$ cat src/rtl/apb_node_pkg.sv
// Shared definitions for the APB demultiplexer node: FSM states, error-cause
// codes reported on err_code_o, and the timeout counter width helper.
package apb_node_pkg;

  typedef enum logic [1:0] {
    IDLE    = 2'd0,
    DSETUP  = 2'd1,
    DACCESS = 2'd2,
    RESP    = 2'd3
  } apb_node_state_e;

  localparam logic [1:0] ERR_NONE    = 2'd0;
  localparam logic [1:0] ERR_DECODE  = 2'd1;
  localparam logic [1:0] ERR_TIMEOUT = 2'd2;
  localparam logic [1:0] ERR_SLAVE   = 2'd3;

  // Bits needed to count from 0 up to and including tmo_cycles.
  function automatic int tmo_cnt_width(input int tmo_cycles);
    return $clog2(tmo_cycles + 1);
  endfunction

endpackage

$ cat src/rtl/apb_addr_decode.sv
// Combinational priority range decoder. Each port owns an inclusive
// [start, end] window; when windows overlap the lowest port index wins.
module apb_addr_decode
  import apb_node_pkg::*;
#(
  parameter int NB_MASTER  = 10,
  parameter int ADDR_WIDTH = 32,
  parameter int IDX_WIDTH  = 4
) (
  input  logic [ADDR_WIDTH-1:0]                 addr,
  input  logic [NB_MASTER-1:0][ADDR_WIDTH-1:0]  start_addr,
  input  logic [NB_MASTER-1:0][ADDR_WIDTH-1:0]  end_addr,
  output logic                                  hit,
  output logic [IDX_WIDTH-1:0]                  idx
);

  // Scan from the top index down so the last match written is the lowest one.
  always_comb begin
    hit = 1'b0;
    idx = '0;
    for (int i = NB_MASTER - 1; i >= 0; i--) begin
      if ((addr >= start_addr[i]) && (addr <= end_addr[i])) begin
        hit = 1'b1;
        idx = IDX_WIDTH'(i);
      end
    end
  end

endmodule

$ cat src/rtl/apb_node_tmo.sv
// APB3 1-to-NB_MASTER demultiplexer with fully registered downstream transfer.
// Unmapped addresses and (optionally) stalled peripherals are answered with
// PSLVERR so the upstream bus never hangs.
// Optional feature: define APB_NODE_TIMEOUT_EN to build the downstream
// timeout counter and abort path; without it DACCESS waits indefinitely.
module apb_node_tmo
  import apb_node_pkg::*;
#(
  parameter int NB_MASTER      = 10,
  parameter int APB_ADDR_WIDTH = 32,
  parameter int APB_DATA_WIDTH = 32,
  parameter int TIMEOUT_CYCLES = 255
) (
  input  logic                                     clk_i,
  input  logic                                     rst_ni,
  input  logic [APB_ADDR_WIDTH-1:0]                paddr_i,
  input  logic [APB_DATA_WIDTH-1:0]                pwdata_i,
  input  logic                                     pwrite_i,
  input  logic                                     psel_i,
  input  logic                                     penable_i,
  output logic [APB_DATA_WIDTH-1:0]                prdata_o,
  output logic                                     pready_o,
  output logic                                     pslverr_o,
  input  logic [NB_MASTER-1:0][APB_ADDR_WIDTH-1:0] start_addr_i,
  input  logic [NB_MASTER-1:0][APB_ADDR_WIDTH-1:0] end_addr_i,
  output logic [APB_ADDR_WIDTH-1:0]                m_paddr_o,
  output logic [APB_DATA_WIDTH-1:0]                m_pwdata_o,
  output logic                                     m_pwrite_o,
  output logic [NB_MASTER-1:0]                     m_psel_o,
  output logic [NB_MASTER-1:0]                     m_penable_o,
  input  logic [NB_MASTER-1:0][APB_DATA_WIDTH-1:0] m_prdata_i,
  input  logic [NB_MASTER-1:0]                     m_pready_i,
  input  logic [NB_MASTER-1:0]                     m_pslverr_i,
  output logic                                     err_o,
  output logic [1:0]                               err_code_o
);

  localparam int IDX_W = (NB_MASTER > 1) ? $clog2(NB_MASTER) : 1;

  apb_node_state_e           state_q, state_d;
  logic [IDX_W-1:0]          idx_q;
  logic [IDX_W-1:0]          dec_idx;
  logic                      dec_hit;
  logic [APB_DATA_WIDTH-1:0] prdata_q;
  logic                      pslverr_q;
  logic                      start_req;
  logic                      dec_miss;
  logic                      slv_done;
  logic [NB_MASTER-1:0]      port_onehot;

`ifdef APB_NODE_TIMEOUT_EN
  localparam int CNT_W = tmo_cnt_width(TIMEOUT_CYCLES);
  localparam logic [CNT_W-1:0] CNT_LAST = CNT_W'(TIMEOUT_CYCLES - 1);
  logic [CNT_W-1:0] tmo_cnt_q;
  logic             tmo_abort;
`endif

  apb_addr_decode #(
    .NB_MASTER (NB_MASTER),
    .ADDR_WIDTH(APB_ADDR_WIDTH),
    .IDX_WIDTH (IDX_W)
  ) u_decode (
    .addr      (paddr_i),
    .start_addr(start_addr_i),
    .end_addr  (end_addr_i),
    .hit       (dec_hit),
    .idx       (dec_idx)
  );

  // State register; async reset lands in IDLE so downstream selects drop at once.
  always_ff @(posedge clk_i or negedge rst_ni) begin
    if (!rst_ni) state_q <= IDLE;
    else         state_q <= state_d;
  end

  // Next-state logic and the one-cycle capture strobes used by the datapath.
  always_comb begin
    state_d   = state_q;
    start_req = 1'b0;
    dec_miss  = 1'b0;
    slv_done  = 1'b0;
`ifdef APB_NODE_TIMEOUT_EN
    tmo_abort = 1'b0;
`endif
    case (state_q)
      IDLE: begin
        if (psel_i && !penable_i) begin
          start_req = 1'b1;
          if (dec_hit) begin
            state_d = DSETUP;
          end else begin
            dec_miss = 1'b1;
            state_d  = RESP;
          end
        end
      end
      DSETUP: state_d = DACCESS;
      DACCESS: begin
        if (m_pready_i[idx_q]) begin
          slv_done = 1'b1;
          state_d  = RESP;
        end
`ifdef APB_NODE_TIMEOUT_EN
        else if (tmo_cnt_q == CNT_LAST) begin
          tmo_abort = 1'b1;
          state_d   = RESP;
        end
`endif
      end
      RESP:    state_d = IDLE;
      default: state_d = IDLE;
    endcase
  end

  // Request capture in IDLE and response capture on leaving DACCESS or on a miss.
  always_ff @(posedge clk_i or negedge rst_ni) begin
    if (!rst_ni) begin
      m_paddr_o  <= '0;
      m_pwdata_o <= '0;
      m_pwrite_o <= 1'b0;
      idx_q      <= '0;
      prdata_q   <= '0;
      pslverr_q  <= 1'b0;
      err_code_o <= ERR_NONE;
    end else begin
      if (start_req) begin
        m_paddr_o  <= paddr_i;
        m_pwdata_o <= pwdata_i;
        m_pwrite_o <= pwrite_i;
        idx_q      <= dec_idx;
      end
      if (dec_miss) begin
        prdata_q   <= '0;
        pslverr_q  <= 1'b1;
        err_code_o <= ERR_DECODE;
      end
      if (slv_done) begin
        prdata_q  <= m_pwrite_o ? '0 : m_prdata_i[idx_q];
        pslverr_q <= m_pslverr_i[idx_q];
        if (m_pslverr_i[idx_q]) err_code_o <= ERR_SLAVE;
      end
`ifdef APB_NODE_TIMEOUT_EN
      if (tmo_abort) begin
        prdata_q   <= '0;
        pslverr_q  <= 1'b1;
        err_code_o <= ERR_TIMEOUT;
      end
`endif
    end
  end

`ifdef APB_NODE_TIMEOUT_EN
  // Access-phase cycle counter: cleared while in DSETUP, counts each stalled DACCESS cycle.
  always_ff @(posedge clk_i or negedge rst_ni) begin
    if (!rst_ni)                 tmo_cnt_q <= '0;
    else if (state_q == DSETUP)  tmo_cnt_q <= '0;
    else if (state_q == DACCESS) tmo_cnt_q <= tmo_cnt_q + 1'b1;
  end
`endif

  assign port_onehot = NB_MASTER'(1) << idx_q;

  assign m_psel_o    = ((state_q == DSETUP) || (state_q == DACCESS)) ? port_onehot : '0;
  assign m_penable_o = (state_q == DACCESS) ? port_onehot : '0;

  assign pready_o  = (state_q == RESP);
  assign prdata_o  = pready_o ? prdata_q : '0;
  assign pslverr_o = pready_o & pslverr_q;
  assign err_o     = pready_o & pslverr_q;

endmodule

$ cat config.mk
export PLATFORM = sky130hd
export DESIGN_NAME = apb_node_tmo
export DESIGN_NICKNAME = d
export VERILOG_FILES = /design/src/rtl/apb_node_pkg.sv /design/src/rtl/apb_addr_decode.sv /design/src/rtl/apb_node_tmo.sv
export SDC_FILE = /design/constraint.sdc
export NUM_CORES = 1
export LEC_CHECK = 0
export BUFFER_PORTS_ARGS = -buffer_cell sky130_fd_sc_hd__clkbuf_2
export CORE_AREA = 4 4 457 459
export CTS_BUF_LIST = sky130_fd_sc_hd__clkbuf_8
export DETAILED_ROUTE_END_ITERATION = 6
export DIE_AREA = 0 0 461 463
export PLACE_DENSITY = 0.33
export SKIP_LAST_GASP = 1
export SLEW_MARGIN = 20
export SYNTH_ARGS = -nofsm -noshare
export SYNTH_HDL_FRONTEND = slang
export SYNTH_HIERARCHICAL = 1
export SYNTH_SLANG_ARGS = --single-unit
export TNS_END_PERCENT = 5
$ cat constraint.sdc
create_clock -name clk_i -period 5.6 [get_ports clk_i]
set_clock_uncertainty 0.15 [all_clocks]
set_input_delay 0.56 -clock clk_i [delete_from_list [all_inputs] [get_ports clk_i]]
set_output_delay 0.56 -clock clk_i [all_outputs]
set_load 0.05 [all_outputs]
# == Word-level counts from Yosys, hierarchy flattened ==
# Cells that the tools add are included.
# op_classes
magnitude_cmp,21
eq_ne,5
n_shift,1
n_mux,48
bitwise_logic,1
n_reduce_logical,16
# op_table
operator,count
32-bit greater-or-equal comparator,10
32-bit less-or-equal comparator,10
32-bit two-way mux,5
32-bit binary-select mux with 4-bit select,1
4-bit two-way mux,10
1-bit two-way mux,21
10-bit two-way mux,2
2-bit two-way mux,6
1-bit logical AND,11
"1-bit by 4-bit << shifter with 10-bit output, first input constant",1
1-bit binary-select mux with 4-bit select,2
2-bit case mux with 4 select lines,1
"4-bit by 5-bit < comparator with 1-bit output, second input constant",1
"2-bit == test, second input constant",2
"2-bit inequality test, second input constant",2
"2-bit by 1-bit == test with 1-bit output, second input constant",1
2-bit zero test,1
2-bit AND reduction,1
2-bit nonzero test,1
1-bit bitwise AND,1
1-bit zero test,1
1-bit logical OR,1
# word_totals
register_bits,106

# == Longest topological paths before layout ==
# depth
word_depth,18
mapped_depth,16

# == By module ==
# The synthesis kept the hierarchy.
# by_module_without_submodules
mod,n_inst,cells_each,area_each_um2
apb_addr_decode,1,2205,16085.4
apb_node_tmo,1,708,7433.4

# == Worst setup path after synthesis ==
# Ideal clock, no wire load.
# synth_timing
path_kind,input port to flip-flop
startpoint,input paddr_i[0]
endpoint,register prdata_q[10]
t_arrival_ps,3992
t_required_ps,5325
setup_slack_ps,1332
path_stages,16
path_buffers,2
path_cell_list,inv_1 > ha_1 > nand2b_1 > a21o_1 > a211o_1 > a211oi_1 > o211ai_1 > a21oi_1 > o21ai_2 > or3_4 > or4_4 > or2_2 > clkbuf_1 > clkbuf_1 > nand2_1 > mux2i_1
# synth_via
elab_chain_len,16
elab_cells_between_ends,44
cone_classes,order compare (20); mux (13); reduce/logical (11)
# synth_lines
element,line_no,text
from (decl),apb_node_tmo.sv:16,"input logic [APB_ADDR_WIDTH-1:0] paddr_i,"
32-bit greater-or-equal comparator or 32-bit less-or-equal comparator (tied branches),apb_addr_decode.sv:22,if ((addr >= start_addr[i]) && (addr <= end_addr[i])) begin
1-bit logical AND,apb_addr_decode.sv:22,
1-bit two-way mux (9 in a row),apb_addr_decode.sv:22,
1-bit two-way mux *,apb_addr_decode.sv:22,
named net dec_hit,apb_node_tmo.sv:43,logic dec_hit;
1-bit two-way mux *,apb_node_tmo.sv:89,if (dec_hit) begin
1-bit two-way mux *,apb_node_tmo.sv:87,if (psel_i && !penable_i) begin
1-bit two-way mux *,apb_node_tmo.sv:85,case (state_q)
2-bit nonzero test (no line) *,n/a,
to (signal assigned),apb_node_tmo.sv:138,prdata_q <= m_pwrite_o ? '0 : m_prdata_i[idx_q];
to (decl),apb_node_tmo.sv:44,logic [APB_DATA_WIDTH-1:0] prdata_q;
# The timed path passes the listed nets; every way through them passes the cells marked *.
# A chain may end at the register's enable or synchronous reset.

# == Worst setup path in the final report ==
# layout_timing
startpoint,input paddr_i[25]
endpoint,register idx_q[0]
# layout_via
elab_chain_len,12
elab_cells_between_ends,40
cone_classes,order compare (20); mux (10); reduce/logical (10)
# layout_lines
element,line_no,text
32-bit greater-or-equal comparator or 32-bit less-or-equal comparator (tied branches),apb_addr_decode.sv:22,
1-bit logical AND,apb_addr_decode.sv:22,
4-bit two-way mux (9 in a row),apb_addr_decode.sv:22,
4-bit two-way mux *,apb_addr_decode.sv:22,
named net dec_idx[0],apb_node_tmo.sv:42,logic [IDX_W-1:0] dec_idx;
to (signal assigned),apb_node_tmo.sv:130,idx_q <= dec_idx;
to (decl),apb_node_tmo.sv:41,logic [IDX_W-1:0] idx_q;
# Marked as above.

==> impl_metrics.tcl <==
set metrics [dict create \
    cts_htree_levels 3 \
    most_common_cell_in_the_synthesized_netlist "sky130_fd_sc_hd__ha_1" \
    slew_viol_final 0 \
    async_s_r_ff_share_synth_pct 100.0 \
    crit_path_max_fanout 11 \
    final_critical_path_setup_slack_ns 0.6132 \
    finalPower_w 0.008118 \
    synth_edf_count 0 \
    maximum_number_of_pins_on_one_net_before_global_route_repair 50 \
    globalRouteTotalUtil_pct 16.57 \
    synth_area_um2 23520 \
    mappedNetlistNets 4605 \
    grt_remaining_overflow 0 \
    final.min_clock_period_ns 4.987 \
    cts_root_buf "sky130_fd_sc_hd__clkbuf_8" \
    clk-insertion-delay-late_ns 0.49 \
    required_ns 5.88 \
    layout-area-overhead-vs-synth_pct 43.16 \
    place_congestion 0.8898 \
    synth.distinct_cells 74 \
    area_of_placed_instances_um2 33380 \
    drive_gt1_share_pct 33.92 \
    cts_inserted_buffers 9 \
    totalWireLength_um 185500 \
    clock-sinks 106 \
    cts.path.max_buffers 2 \
    floorplan.die.width_um 461 \
    totalNegativeSetupSlack_ns 0 \
    clkSlewWorstSetupHoldPaths_ns 0.15 \
    worstPathArrival_ns 5.27 \
    antenna_left 0 \
    worst_hold_startpoint "pwdata_i[18]" \
    floorplan.initialDensity_pct 11.51 \
    yosys-top-cells-count "643 x sky130_fd_sc_hd__ha_1, 639 x sky130_fd_sc_hd__inv_1, 198 x sky130_fd_sc_hd__mux2i_1, 167 x sky130_fd_sc_hd__a21oi_1, 143 x sky130_fd_sc_hd__a21o_1" \
    seq_area_frac_synth_pct 11.28 \
    dp.final_hpwl_um 165400 \
    crit_start "paddr_i[25]" \
    placeableCoreArea_um2 204400 \
    detailedPlace.worstSlack_ns -0.2930 \
    synth_top_area_share_pct 34.21 \
    grt_pass1_vias 27950 \
    path_type_of_the_worst_min_delay_path "in -> reg" \
    start_kind "input port" \
    num-fill-cells 23570 \
    worst_setup_path_end_kind "register" \
    postSynthCellCount 2913 \
    drt_iter0_drc 1154 \
    io_pins 1171 \
    design.final.nets 5823 \
    fp.dieH_um 463 \
    port_buffers 1170 \
    drt_pass1_iterations 5 \
    post_synth.cell_area_avg_um2 8.074 \
    final_design_area_no_fill_um2 33670 \
    first_pass_grt_wire_length_um 239500 \
    postSynth.topFlopCell "sky130_fd_sc_hd__dfrtp_1" \
    yosys_warnings 6 \
    std_cell_rows 166 \
    cts_setup_buffers 0 \
    number_of_storage_elements_in_the_synthesis_netlist 106 \
    synthTopCellsByArea "sky130_fd_sc_hd__ha_1 34%, sky130_fd_sc_hd__dfrtp_1 11%, sky130_fd_sc_hd__inv_1 10%, sky130_fd_sc_hd__mux2i_1 8.4%, sky130_fd_sc_hd__a21o_1 4.6%" \
    initial_antenna_violation_count 110 \
    layout_worst_path_cycle_share_pct 89.05 \
    post_drt_via_cell_ratio 3.879 \
    timing.max_slew.rel_slack_pct 25.18 \
    irDropWorstVdd_mv 0.1534 \
    reg2reg_from "idx_q[0]" \
    rsz0062_at_grt "false" \
    instances_no_fill 6852 \
    post-synth-top-area-cell "sky130_fd_sc_hd__ha_1" \
    vias 26580 \
    total_placed_cells_including_tap_cells 6807 \
    outcome "finished clean" \
    drt_drc_violations_left 0 \
    p_leak_nw 19.38 \
    final-setup-viol-count 0 \
    fmax_mhz 200.5 \
    critPathKind "in -> reg" \
    power.density_cell_area_nw_per_um2 241.1 \
    fp.dieArea_um2 213400 \
    drt-wirelength-per-cell_um 27.08 \
    max-cap-violations 0 \
    worst_pin_slew_ns 1.094 \
    cts_tree "done" \
    hold_violations 0 \
]
==> layout by cell type (no fill, tap or decap), types with 21 or more instances in the layout <==
cell type,count
sky130_fd_sc_hd__clkbuf_2,1165
sky130_fd_sc_hd__ha_1,642
sky130_fd_sc_hd__inv_1,638
sky130_fd_sc_hd__mux2i_1,197
sky130_fd_sc_hd__a21oi_1,167
sky130_fd_sc_hd__a21o_1,143
sky130_fd_sc_hd__nand2_1,112
sky130_fd_sc_hd__nand4_1,107
sky130_fd_sc_hd__nor2_1,104
sky130_fd_sc_hd__dfrtp_1,104
sky130_fd_sc_hd__buf_4,88
sky130_fd_sc_hd__mux2_2,70
sky130_fd_sc_hd__o21ai_0,70
sky130_fd_sc_hd__a22oi_1,69
sky130_fd_sc_hd__a31oi_1,43
sky130_fd_sc_hd__and2_1,36
sky130_fd_sc_hd__nor2b_1,33
sky130_fd_sc_hd__nand3_1,32
sky130_fd_sc_hd__diode_2,28
sky130_fd_sc_hd__a211oi_1,25
sky130_fd_sc_hd__o211ai_1,22
sky130_fd_sc_hd__nor3_1,21
==> report_power, final <==
part | internal (W) | switching [W]
logic | 0.00206 | 0.00400
registers | 0.00115 | 0.000325
clock network | 0.000183 | 0.000407
==> per-stage QoR <==
stage               util, %  hold WS, ns
global route          16.46      0.07357
detailed placement    16.33       0.3383
global placement      16.33       0.3297
finish                16.47       0.1358
CTS                   16.44      0.03818
floorplan                 -       0.1144
==> cell families after synthesis <==
group                      share of synthesized area, %
AOI/OAI and AO/OA                                 18.55
buffers and inverters                             11.89
DFF                                               11.28
muxes                                             11.97
and+or+nand+nor                                   12.10
adders and majority gates                         34.21
==> sequential cells by signal, indices dropped and copies added, names as in the netlist <==
name	cells
err_code_o	2
prdata_q	32
m_pwdata_o	32
m_pwrite_o	1
m_paddr_o	32
pslverr_q	1
state_q	2
idx_q	4
==> final timing paths <==
| check | end | slack [ns] | depth (start not counted) |
|---|---|---|---|
| setup / recovery | idx_q[0] | 0.61 | 13 |
| hold / removal | m_pwdata_o[18] | 0.14 | 2 |
| setup reg to reg | prdata_q[3] | 2.35 | 7 |
| hold reg to reg | err_code_o[1] | 0.36 | 2 |
| max in group asynchronous | m_paddr_o[26] | 3.75 | 3 |
| min in group asynchronous | prdata_q[20] | 0.47 | 2 |
==> cell type report <==
type | instances | area (um^2) | area share (%)
Clock buffer | 9 | 123.9 | 0.3679
Timing Repair Buffer | 1272 | 6808 | 20.22
Sequential cell | 106 | 2660 | 7.900
Tap cell | 2688 | 3363 | 9.989
Inverter | 639 | 2399 | 7.124
Antenna cell | 28 | 70.07 | 0.2081
Multi-Input combinational cell | 2103 | 18160 | 53.94
Clock inverter | 7 | 86.33 | 0.2564
==> critical path, stage by stage <==
cell and delay (ns):
sky130_fd_sc_hd__clkbuf_2 0.28, sky130_fd_sc_hd__buf_4 0.32, sky130_fd_sc_hd__ha_1 0.33, sky130_fd_sc_hd__nand4_1 0.10, sky130_fd_sc_hd__or2_2 0.29, sky130_fd_sc_hd__nand3b_1 0.38
sky130_fd_sc_hd__o22ai_1 0.70, sky130_fd_sc_hd__a31oi_1 0.21, sky130_fd_sc_hd__a22oi_1 0.50, sky130_fd_sc_hd__nor2b_1 0.45, sky130_fd_sc_hd__o211ai_1 0.31, sky130_fd_sc_hd__a211oi_1 0.54
sky130_fd_sc_hd__mux2_2 0.25
==> routing by layer <==
layer  part of all wire [%]  vias up  global-route usage, %
met5                   0.14        -                      0
met4                    4.4       42                  6.599
met3                    5.7      261                  3.448
met2                     55     1049                  33.14
met1                     35    12420                  16.26
li1                       -    12800                      -
==> timing repair <==
| action | CTS | global route |
|---|---|---|
| resized for setup | 0 | 0 |
| hold buffers | 1 | 0 |
| endpoints found under the hold margin | 47 | 0 |
(Power assumes the default switching activity.)
